===== src/rtl/fork_sched.sv =====
// fork_sched: decodes FORK instructions from writeback and hands each spawned thread a free core,
// queueing requests while every core is busy. Define FORK_RR_EN for round-robin core selection.

// Per-core enable/context slot; one instance per core.
module fork_slot #(
    parameter int PTR_W = 16,
    parameter int PC_W  = 16,
    parameter bit BOOT  = 1'b0
) (
    input  logic                  clk,
    input  logic                  rst_n,
    input  logic                  grant,
    input  logic                  done,
    input  logic [PTR_W-1:0]      ptr,
    input  logic [PC_W-1:0]       pc,
    output logic                  en,
    output logic                  start,
    output logic [PTR_W+PC_W:0]   cxt
);

    logic             vld_q;
    logic [PTR_W-1:0] ptr_q;
    logic [PC_W-1:0]  pc_q;

    always_ff @(posedge clk or negedge rst_n) begin
        if (!rst_n) begin
            en    <= BOOT;
            start <= 1'b0;
            vld_q <= 1'b0;
            ptr_q <= '0;
            pc_q  <= '0;
        end else begin
            start <= grant;
            if (grant) begin
                en    <= 1'b1;
                vld_q <= 1'b1;
                ptr_q <= ptr;
                pc_q  <= pc;
            end else if (done && en) begin
                // ptr/pc are left as-is so the last context stays observable
                en    <= 1'b0;
                vld_q <= 1'b0;
            end
        end
    end

    assign cxt = {vld_q, ptr_q, pc_q};

endmodule

module fork_sched #(
    parameter int              NCORES    = 4,
    parameter int              PTR_W     = 16,
    parameter int              PC_W      = 16,
    parameter int              QDEPTH    = 4,
    parameter logic [3:0]      FORK      = 4'h7,
    parameter logic [NCORES-1:0] BOOT_MASK = {{(NCORES-1){1'b0}}, 1'b1}
) (
    input  logic                              clk,
    input  logic                              rst_n,
    input  logic                              ins_valid,
    input  logic [15:0]                       ins,
    input  logic [PTR_W-1:0]                  ptr,
    input  logic [NCORES-1:0]                 core_done,
    output logic [NCORES-1:0]                 core_ens,
    output logic [NCORES*(1+PTR_W+PC_W)-1:0]  fork_cxt,
    output logic [NCORES-1:0]                 core_start,
    output logic                              stall,
    output logic                              overflow
);

    localparam int CW = 1 + PTR_W + PC_W;
    localparam int AW = $clog2(QDEPTH);
    localparam int IW = $clog2(NCORES);
    localparam logic [AW:0] FULL   = (AW+1)'(QDEPTH);
    localparam logic [AW:0] STL_TH = (AW+1)'(QDEPTH - 1);

    typedef struct packed {
        logic [PTR_W-1:0] ptr;
        logic [PC_W-1:0]  pc;
    } req_t;

    // stage 0 register
    logic             s0_vld;
    logic [15:0]      s0_ins;
    logic [PTR_W-1:0] s0_ptr;

    always_ff @(posedge clk or negedge rst_n) begin
        if (!rst_n) begin
            s0_vld <= 1'b0;
            s0_ins <= '0;
            s0_ptr <= '0;
        end else begin
            s0_vld <= ins_valid;
            s0_ins <= ins;
            s0_ptr <= ptr;
        end
    end

    logic is_fork;
    req_t new_req;

    assign is_fork    = s0_vld && (s0_ins[15:12] == FORK);
    assign new_req.ptr = s0_ptr;
    assign new_req.pc  = {{(PC_W-12){1'b0}}, s0_ins[11:0]};

    // pending-fork FIFO
    req_t          fifo_mem [QDEPTH];
    logic [AW-1:0] rd_ptr, wr_ptr;
    logic [AW:0]   count;
    logic          fifo_empty;

    assign fifo_empty = (count == '0);
    assign stall      = (count >= STL_TH);

    // core selection
    logic [NCORES-1:0] free;
    logic              sel_vld;
    logic [IW-1:0]     sel_idx;

    assign free = ~core_ens & ~core_done;

`ifdef FORK_RR_EN
    logic [IW-1:0] rr_ptr;
`endif

    always_comb begin
        int j;
        j       = 0;
        sel_vld = 1'b0;
        sel_idx = '0;
        for (int k = 0; k < NCORES; k++) begin
`ifdef FORK_RR_EN
            j = (int'(rr_ptr) + 1 + k) % NCORES;
`else
            j = k;
`endif
            if (!sel_vld && free[j]) begin
                sel_vld = 1'b1;
                sel_idx = IW'(j);
            end
        end
    end

    // the FIFO head always outranks the new FORK
    logic  grant_vld, pop, push_need, push, drop;
    req_t  grant_req;
    logic [NCORES-1:0] grant;

    assign grant_vld = sel_vld && (!fifo_empty || is_fork);
    assign pop       = sel_vld && !fifo_empty;
    assign push_need = is_fork && (!sel_vld || !fifo_empty);
    assign push      = push_need && (count != FULL);
    assign drop      = push_need && (count == FULL);
    assign grant_req = fifo_empty ? new_req : fifo_mem[rd_ptr];

    always_comb begin
        grant = '0;
        if (grant_vld) grant[sel_idx] = 1'b1;
    end

    always_ff @(posedge clk) begin
        if (push) fifo_mem[wr_ptr] <= new_req;
    end

    always_ff @(posedge clk or negedge rst_n) begin
        if (!rst_n) begin
            rd_ptr   <= '0;
            wr_ptr   <= '0;
            count    <= '0;
            overflow <= 1'b0;
        end else begin
            if (push) wr_ptr <= wr_ptr + 1'b1;
            if (pop)  rd_ptr <= rd_ptr + 1'b1;
            case ({push, pop})
                2'b10:   count <= count + 1'b1;
                2'b01:   count <= count - 1'b1;
                default: count <= count;
            endcase
            if (drop) overflow <= 1'b1;
        end
    end

`ifdef FORK_RR_EN
    always_ff @(posedge clk or negedge rst_n) begin
        if (!rst_n)         rr_ptr <= '0;
        else if (grant_vld) rr_ptr <= sel_idx;
    end
`endif

    logic [NCORES-1:0][CW-1:0] cxt_arr;

    for (genvar i = 0; i < NCORES; i++) begin : g_slot
        fork_slot #(
            .PTR_W (PTR_W),
            .PC_W  (PC_W),
            .BOOT  (BOOT_MASK[i])
        ) u_slot (
            .clk   (clk),
            .rst_n (rst_n),
            .grant (grant[i]),
            .done  (core_done[i]),
            .ptr   (grant_req.ptr),
            .pc    (grant_req.pc),
            .en    (core_ens[i]),
            .start (core_start[i]),
            .cxt   (cxt_arr[i])
        );
    end

    assign fork_cxt = cxt_arr;

endmodule

===== config.mk =====
export PLATFORM = sky130hd
export DESIGN_NAME = fork_sched
export DESIGN_NICKNAME = d
export VERILOG_FILES = /design/src/rtl/fork_sched.sv
export SDC_FILE = /design/constraint.sdc
export NUM_CORES = 1
export LEC_CHECK = 0
export BUFFER_PORTS_ARGS = -buffer_cell sky130_fd_sc_hd__clkbuf_2
export CORE_ASPECT_RATIO = 0.6
export CORE_MARGIN = 5
export CORE_UTILIZATION = 29
export DETAILED_ROUTE_END_ITERATION = 7
export SLEW_MARGIN = 10
export SYNTH_ARGS = -nofsm -noshare
export SYNTH_HDL_FRONTEND = slang
export SYNTH_SLANG_ARGS = --single-unit

===== constraint.sdc =====
create_clock -name clk -period 2.95 [get_ports clk]
set_clock_uncertainty 0.1 [all_clocks]
set_input_delay 0.1475 -clock clk [delete_from_list [all_inputs] [get_ports clk]]
set_output_delay 0.1475 -clock clk [all_outputs]
set_load 0.005 [all_outputs]

==> summary.md <==
| Metric | Value |
|---|---|
| Row Count | `53` |
| CP Class | `reg2reg` |
| Power Dens Cells | `997 mW/mm^2` |
| Worst r2r src | `g_slot[1].u_slot.en` |
| Minimum clock period | `2.56 ns` |
| Top cells by area, synth | `dfrtp_1, edfxtp_1, a21oi_1, mux4_2, mux2i_4` |
| Routed WL | `between 20000 and 30000 um` |
| Die area | `0.0398 mm^2` |
| Largest net degree at the start of global routing | `69` |
| Max Root-Sink Buffers | `3` |
| Final Util | `37.2%` |
| Final slew viol count | `0` |
| Syn avg cell area | `15.2 um^2` |
| H-tree Lvls | `1` |
| CTS sink cnt | `274` |
| #FFs+latches synth | `274` |
| Post-synth top area share | `38.8%` |
| DRT Pass-1 Iters | `5` |
| CTS root buffer | `clkbuf_16` |
| Ys flop type | `dfrtp_1` |
| CP Cell Sequence | `o22ai_1 > nor4_1 > o31a_1 > inv_1 > ha_1 > inv_1 > fa_1 > xor2_1 > nor2_1 > xor2_1` |
| Initial Utilization | `29.5%` |
| Layout cells sized above 1 | `a little under a third` |
| Initial antenna violation count | `0` |
| Gate Count Post-Synth | `684` |
| Post-synthesis sequential area ratio | `between 70% and 80%` |
| Fmax | `391 MHz` |
| Port bufs | `about 160` |
| Clk_lat worst skew | `0.53 ns` |
| Final Hold Vio Count | `0` |
| Yosys top cell by area | `dfrtp_1` |
| Ys async rst share | `between 50% and 60%` |
| # setup viols final | `0` |
| Post-cts resize count | `0` |
| Hpwl dp | `18900 um` |
| Slew @ Worst Pin | `0.814 ns` |
| Worst R2R Path Depth | `10` |
| I/O Pins | `181` |
| Endpoint class of the critical path | `register` |
| First-pass GRT wire length | `42000 um` |
| CTS buffer count | `26` |
| Startpoint Class | `register` |
| Leak | `0.00529 uW` |
| Post-synth EDFFs | `approximately 110` |
| Setup repair after global routing missed its margin | `no` |
| WP data arrival | `2.91 ns` |
| Yosys warns | `0` |
| Status | `finished, final reports clean` |
| Worst slew margin | `45.6%` |
| Postcts setup bufs | `0` |
| Antenna Cells | `0` |
| Most common cell in the netlist | `a21oi_1` |
| Tcrit/Tclk final | `86.7%` |
| Critical path peak fanout | `7` |
| 1st-iter DRT viols | `491` |
| Peak supply drop | `0.510 mV` |
| Clk slew on worst S/H paths | `approximately 0.060 ns` |
| DIE WIDTH | `254 um` |
| Detailed-route vias per instance | `between 4 and 5` |
| Flop2flop setup slack | `around 0.39 ns` |
| Post-synthesis cell area | `between 0.01 and 0.015 mm^2` |
| Vias in the first global route | `around 6600` |
| Final GP Congestion | `0.795` |
| Core footprint | `0.0351 mm^2` |
| WP data required | `roughly 3.3 ns` |
| DR vias | `about 6400` |
| CP max stage cell | `dfrtp_1` |
| Fin cells | `1374` |
| Antenna Nets Post-Route | `0` |
| Hold WS | `0.0718 ns` |
| Area Growth Syn to Fin | `25.8%` |
| Worst hold path class | `in2async` |
| Post-synth cell types | `35` |
| Cells after DPL | `1288` |
| GR Overflow Total | `0` |
| Die height | `157 um` |
| Top post-synthesis cells by count | `a21oi_1, dfrtp_1, edfxtp_1, nor2_1` |
| Drt drc | `0` |
| CTS tree | `yes` |
| Delay of the slowest cell on the worst path | `roughly 0.44 ns` |
| GR Util All Layers | `roughly 14%` |
| DR WL/cell | `20.4 um` |
| Max-cap violations | `0` |
| Fin nets | `932` |
| Reg-to-reg endpoint | `count[2]` |
| Setup tns final | `0 ns` |
## registers in the layout, summed over array words and instances (netlist names)
signal / flops
g_slot.u_slot.pc_q: 48
fifo_mem: 112
g_slot.u_slot.vld_q: 2
g_slot.u_slot.en: 3
rd_ptr: 2
count: 3
g_slot.u_slot.start: 4
g_slot.u_slot.ptr_q: 64
s0_vld: 1
s0_ins: 16
s0_ptr: 16
overflow: 1
wr_ptr: 2
## cells by family after synthesis
logic type	count (synthesis)	share of synthesized area, %
mux	58	10.2
xor+xnor	6	0.506
flops	274	71.5
buf+inv	79	4.30
compound gates	210	10.5
fa+ha+maj	6	0.796
simple gates	50	2.18
other cells	1	0.0361
## worst max-delay path: cells and delay by family (launching register included)
family / cells / cell delay, ns
buf+inv: 2 / 0.15
fa+ha+maj: 2 / 0.54
xor+xnor: 2 / 0.29
compound gates: 2 / 0.77
simple gates: 2 / 0.20
flops: 1 / 0.44
## cells in the final DEF (no fill, tap or decap), drive strengths merged, types with 2 or more instances in the layout
cell type	instances
o21ba	2
ha	5
xor2	3
dfrtp	161
conb	16
a21oi	196
xnor2	3
o22ai	2
nand2	3
o31a	2
dlygate4sd3	38
clkinv	6
buf	30
mux2i	29
nor3	2
a21o	4
nor2	33
nor4	2
inv	10
mux4	28
clkbuf	202
edfxtp	112
and2	7
## report_power, final
group / total [uW] / leakage [uW] / internal [uW] / switching [uW]
clock network: 3280 / 0.000411 / 1860 / 1420
logic: 4160 / 0.00205 / 1880 / 2280
registers: 5590 / 0.00283 / 4870 / 720
## per-layer routing
metal / share of wire [%] / track usage, %
met4: 2.7 / 3.68
met3: 6.8 / 3.59
met1: 46 / 20.3
met5: 0 / 0
met2: 44 / 20.5
## per-stage QoR
step	cell area, um^2	setup slack (ns)	total power, uW
floorplan	10400	0.596	7860
global placement	11900	0.408	9750
detailed placement	11900	0.402	9820
CTS	13100	0.394	13200
global route	13100	0.215	13800
finish	13100	0.394	13000
## timing repair
action,CTS,global route
setup endpoints to repair,0,0
hold buffers,38,0
hold endpoints to repair,113,0
## how the worst max path moves through the flow
stage | startpoint | to | slack (ns) | cells past startpoint
2_1_floorplan | g_slot[0].u_slot.en | fifo_mem[0][0] | 0.60 | 4
3_5_place_dp | g_slot[1].u_slot.en | count[2] | 0.40 | 10
3_3_place_gp | g_slot[1].u_slot.en | count[2] | 0.41 | 10
5_1_grt | g_slot[1].u_slot.en | count[2] | 0.22 | 10
4_1_cts | g_slot[1].u_slot.en | count[2] | 0.39 | 10
6_report | g_slot[1].u_slot.en | count[2] | 0.39 | 10
## layout make-up
type | instances | area (um^2)
sequential | 274 | 7420
inverter | 8 | 30.0
tap | 467 | 584
multi-input combinational | 346 | 2650
clock buffer | 39 | 751
timing repair buffer | 231 | 1550
fill | 3333 | 22100
clock inverter | 9 | 78.8
Power figures use the tool's default switching activity.
